**src/rtl/fetch_rx_buffer.sv**
```systemverilog
// fetch_rx_buffer: fetch-to-decode pipeline buffer.
// Circular FIFO of {PC, PC+4, instruction} entries with valid/ready on both sides.
// A redirect flush empties the buffer and tallies the discarded entries. When the
// buffer is empty, decode sees a NOP bubble.
module fetch_rx_buffer #(
  parameter int unsigned          DWIDTH    = 32,
  parameter int unsigned          DEPTH     = 2,
  parameter logic [DWIDTH-1:0]    NOP_INSTR = 32'h00000013,
  parameter int unsigned          CNT_W     = 8,
  localparam int unsigned         PTR_W     = $clog2(DEPTH),
  localparam int unsigned         OCC_W     = $clog2(DEPTH) + 1
) (
  input  logic              Clk_Core,
  input  logic              Rst_Core,
  input  logic              Fetch_Valid,
  output logic              Fetch_Ready,
  input  logic [DWIDTH-1:0] Fetch_PC,
  input  logic [DWIDTH-1:0] Fetch_PC_Plus,
  input  logic [DWIDTH-1:0] Fetch_Instruction,
  input  logic              Flush,
  output logic              Dec_Valid,
  input  logic              Dec_Ready,
  output logic [DWIDTH-1:0] Dec_PC,
  output logic [DWIDTH-1:0] Dec_PC_Plus,
  output logic [DWIDTH-1:0] Dec_Instruction,
  output logic [OCC_W-1:0]  Occupancy,
  output logic [CNT_W-1:0]  Drop_Count
);

  // The saturating add needs room for the sum of the counter and the occupancy.
  localparam int unsigned SUM_W = ((CNT_W > OCC_W) ? CNT_W : OCC_W) + 1;
  localparam logic [SUM_W-1:0] DROP_MAX = SUM_W'({CNT_W{1'b1}});

  logic [3*DWIDTH-1:0] mem_q [DEPTH];

  logic [PTR_W-1:0] rd_ptr_q, rd_ptr_d;
  logic [PTR_W-1:0] wr_ptr_q, wr_ptr_d;
  logic [OCC_W-1:0] count_q, count_d;
  logic [CNT_W-1:0] drop_q, drop_d;

  logic             push;
  logic             pop;
  logic [SUM_W-1:0] drop_sum;
  logic [3*DWIDTH-1:0] head;

  // Handshake qualifiers; ready depends only on occupancy so there is no
  // combinational path from decode back to fetch.
  always_comb begin
    Fetch_Ready = !Rst_Core && (count_q < OCC_W'(DEPTH));
    Dec_Valid   = !Rst_Core && (count_q != '0);
    push        = Fetch_Valid && Fetch_Ready && !Flush;
    pop         = Dec_Valid && Dec_Ready && !Flush;
  end

  // Next-state for pointers, occupancy and the drop counter.
  always_comb begin
    rd_ptr_d = rd_ptr_q;
    wr_ptr_d = wr_ptr_q;
    count_d  = count_q;
    drop_d   = drop_q;
    drop_sum = SUM_W'(drop_q) + SUM_W'(count_q);
    if (Flush) begin
      rd_ptr_d = '0;
      wr_ptr_d = '0;
      count_d  = '0;
      drop_d   = (drop_sum > DROP_MAX) ? {CNT_W{1'b1}} : drop_sum[CNT_W-1:0];
    end else begin
      if (push) wr_ptr_d = wr_ptr_q + 1'b1;
      if (pop)  rd_ptr_d = rd_ptr_q + 1'b1;
      if (push && !pop)      count_d = count_q + 1'b1;
      else if (pop && !push) count_d = count_q - 1'b1;
    end
  end

  // Control state register; reset takes priority over flush.
  always_ff @(posedge Clk_Core) begin
    if (Rst_Core) begin
      rd_ptr_q <= '0;
      wr_ptr_q <= '0;
      count_q  <= '0;
      drop_q   <= '0;
    end else begin
      rd_ptr_q <= rd_ptr_d;
      wr_ptr_q <= wr_ptr_d;
      count_q  <= count_d;
      drop_q   <= drop_d;
    end
  end

  // Entry storage; contents are don't-care until written, so no reset.
  always_ff @(posedge Clk_Core) begin
    if (push && !Rst_Core) begin
      mem_q[wr_ptr_q] <= {Fetch_PC, Fetch_PC_Plus, Fetch_Instruction};
    end
  end

  // Decode-side view of the head entry, or a NOP bubble when nothing is valid.
  always_comb begin
    head            = mem_q[rd_ptr_q];
    Dec_PC          = '0;
    Dec_PC_Plus     = '0;
    Dec_Instruction = NOP_INSTR;
    if (Dec_Valid) begin
      Dec_PC          = head[3*DWIDTH-1:2*DWIDTH];
      Dec_PC_Plus     = head[2*DWIDTH-1:DWIDTH];
      Dec_Instruction = head[DWIDTH-1:0];
    end
    Occupancy  = count_q;
    Drop_Count = drop_q;
  end

endmodule

```
**config.mk**
```make
export PLATFORM = sky130hd
export DESIGN_NAME = fetch_rx_buffer
export DESIGN_NICKNAME = d
export VERILOG_FILES = /design/src/rtl/fetch_rx_buffer.sv
export SDC_FILE = /design/constraint.sdc
export NUM_CORES = 1
export LEC_CHECK = 0
export BUFFER_PORTS_ARGS = -buffer_cell sky130_fd_sc_hd__buf_4
export CAP_MARGIN = 5
export CORE_ASPECT_RATIO = 0.8
export CORE_MARGIN = 10
export CORE_UTILIZATION = 55
export DETAILED_ROUTE_END_ITERATION = 6
export PLACE_DENSITY = 0.89
export SLEW_MARGIN = 20
export SYNTH_ARGS = -nofsm -noshare
export SYNTH_HDL_FRONTEND = slang
export SYNTH_SLANG_ARGS = --single-unit
```
**constraint.sdc**
```tcl
create_clock -name Clk_Core -period 17.75 [get_ports Clk_Core]
set_input_delay 3.55 -clock Clk_Core [delete_from_list [all_inputs] [get_ports Clk_Core]]
set_output_delay 3.55 -clock Clk_Core [all_outputs]
set_load 0.02 [all_outputs]
```
==> flow_metrics.py <==
metrics = {
    "synth": {
        "synth-edff-count": 192,
        "synth_cells": 483,
        "synthFlopType": "edfxtp_1",
        "syn_area_sq_um": 7930,
        "syn_area_per_cell_sq_um": 16.4,
        "synth_seq_cells": 205,
        "postSynth.asyncResetShare": 0,
        "ys_warn_count": 0,
        "synth_nets": 588,
        "ys_types": 35,
        "yosysSeqAreaShare": 0.760,
    },
    "placed_design": {
        "dp.cells": 853,
        "port_buffers": 208,
        "hpwl_um": 12100,
        "finalWeightedCongestion": 0.877,
        "placed_cell_area_sq_um": 9590,
    },
    "clock_tree": {
        "clk_latency_ps": 480,
        "cts_resized": 0,
        "cts_sinks": 205,
        "cts_buffers": 20,
        "clockBufferDepth": 3,
        "ctsHoldBuffers": 0,
        "root_buffer": "clkbuf_16",
        "cts_tree": "done",
        "clk_transition_reported_paths_ps": 60,
        "post_cts_buffers": 0,
        "htree_num_levels": 1,
    },
    "route": {
        "dr.pass1.iters": 4,
        "ant_nets": 0,
        "via_count": 4730,
        "drc": 0,
        "routed_via_density": 5.32,
        "drt_iter0_markers": 290,
        "wl_per_cell_um": 19.7,
        "totalWireLength_um": 17500,
    },
    "worst_setup_path": {
        "endpoint_kind": "primary output",
        "reg2reg_from": "Occupancy[1]",
        "reg2regPathDepth": 3,
        "path_class": "input port to primary output",
        "start_kind": "input port",
        "critical_path.max_fanout": 94,
        "arrival_ps": 5090,
        "critPathSlowestCell": "or2_4",
        "crit-reg2reg-capture": "mem_q[1][9]",
        "crit_chain": "buf_4, or2_4, nor2_1, buf_4",
        "crit_family": "simple AND/OR/NAND/NOR gates",
        "max_stage_delay_ps": 850,
        "path_buf_inv": 2,
        "r2r_slack_ps": 15070,
        "setup.worst_path.start": "Rst_Core",
        "required_ps": 14200,
        "cp_common_cell": "buf_4",
    },
    "worst_hold_path": {
        "hold_depth": 2,
        "holdPathEnd": "Drop_Count[1]",
        "hold_start": "Drop_Count[1]",
        "hp-class": "flop to flop",
    },
    "die": {
        "initial_utilization": 0.558,
        "rows": 39,
        "chipWidth_um": 154,
        "core_sq_um": 14200,
        "die_h_um": 127,
        "io_pins": 209,
        "dieArea_sq_um": 19600,
    },
    "cells_and_area": {
        "drive_above_1_share": 0.348,
        "final_common_cell": "buf_4",
        "area_growth_syn_to_layout_pct": 29.2,
        "layout_common_cells": "buf_4 (212), edfxtp_1 (192), nor2_1 (97)",
        "utilization": 0.721,
        "final_area_sq_um": 10200,
        "final_cells": 889,
        "nets": 796,
        "n_antenna_cell": 0,
    },
    "power_and_ir_drop": {
        "p_comb_frac": 0.050,
        "p_sw_frac": 0.191,
        "ir_drop_mv": 0.0595,
        "p_sw_uw": 192,
        "clockPowerShare": 0.410,
        "p_total_mw": 1.00,
        "p_per_area_nw_per_um2": 97.8,
        "p_leak_nw": 3.69,
        "seqPwrFrac": 0.539,
        "p_int_uw": 810,
    },
    "job": {
        "max-cap-violations": 0,
    },
    "sta": {
        "tightestPinTransition_ps": 1090,
        "fin_worst_skew_ps": 10.1,
        "layout_worst_path_cycle_share": 0.487,
        "relSlewSlack": 0.275,
        "max_freq_ghz": 0.116,
        "rsz0062_at_grt": "false",
        "slew_violations": 0,
        "finalSetupTns_ps": 0,
        "final-setup-viol-count": 0,
        "min_period_ps": 8640,
        "hold_viol_final": 0,
    },
    "grt": {
        "grt_antenna_before_repair": 0,
        "grt_pass1_wl_um": 26600,
        "gr-usage-all-layers": 0.167,
        "grt_overflow": 0,
        "grt_pass1_vias": 4963,
        "grt_max_degree": 95,
    },
    "status": {
        "status": "complete, no violations",
    },
}
worst reg2reg max path, stage by stage (launching register included):
cell and delay (ps):
dfxtp_1 410, nor4b_2 510, and2_4 630, buf_4 710
cells by family (layout without fill, tap and decap cells):
kind of cell,count (synthesis),after routing,share of synthesized area
buf+inv,31,253,0.0240
mux,96,96,0.121
fa+ha+maj,4,4,0.00726
simple gates,125,125,0.0676
xor+xnor,4,4,0.00442
flops,205,205,0.760
compound gates,18,18,0.0152
synthesized netlist by cell type (all sizes together), types with 2 or more instances:
cell | number | area [sq um]
inv | 5 | 18.8
nor3 | 5 | 30.0
a211oi | 3 | 22.5
nand2 | 5 | 18.8
and2 | 2 | 12.5
ha | 3 | 37.5
clkbuf | 4 | 15.0
or3 | 4 | 25.0
a21oi | 4 | 20.0
buf | 22 | 156
nand4 | 3 | 18.8
nor2 | 97 | 364
a311oi | 3 | 26.3
edfxtp | 192 | 5770
xor2 | 3 | 26.3
and3 | 2 | 12.5
a31oi | 3 | 18.8
dfxtp | 13 | 260
mux2i | 96 | 961
o21ai | 3 | 15.0
metal layers:
layer	up-vias	part of all wire	wire length [um]	global-route usage
met1	2278	0.39	6890	0.204
met4	0	0.020	347	0.0427
li1	2210	-	-	-
met5	-	0	0	0
met3	29	0.10	1750	0.0654
met2	213	0.49	8480	0.274
through the flow:
stage / worst slack, ps / hold WS [ps]
floorplan: 8830 / 520
global placement: 9200 / 510
detailed placement: 9130 / 547
CTS: 9120 / 566
global route: 9010 / 591
finish: 9110 / 571
worst max-delay path by stage:
stage                          endpoint  slack, ps  cells past startpoint
global route                 Dec_PC[12]       9010                      4
global placement         Dec_PC_Plus[0]       9200                      4
CTS                 Dec_Instruction[24]       9120                      4
floorplan                   mem_q[0][0]       8830                      3
detailed placement  Dec_Instruction[24]       9130                      4
finish              Dec_Instruction[24]       9110                      4
flip-flops by register name (all words and copies together), names as in the netlist, named ones only:
| signal | flops |
|---|---|
| Drop_Count | 8 |
| Occupancy | 2 |
| wr_ptr_q | 1 |
| mem_q | 192 |
| rd_ptr_q | 1 |
layout make-up:
type	count	area [sq um]
fill	872	3960
sequential	205	6030
tap	184	230
clock inverter	5	45.0
clock buffer	31	604
inverter	5	18.8
timing repair buffer	212	1590
multi-input combinational	247	1720
power by group through the flow:
stage	clock (mW)	sequential (mW)	combinational [mW]
2_1_floorplan	0	0.551	0.0203
3_3_place_gp	0	0.550	0.0484
6_report	0.411	0.540	0.0504
3_5_place_dp	0	0.551	0.0508
4_1_cts	0.418	0.540	0.0510
5_1_grt	0.438	0.541	0.0544
Power figures use the tool's default switching activity.
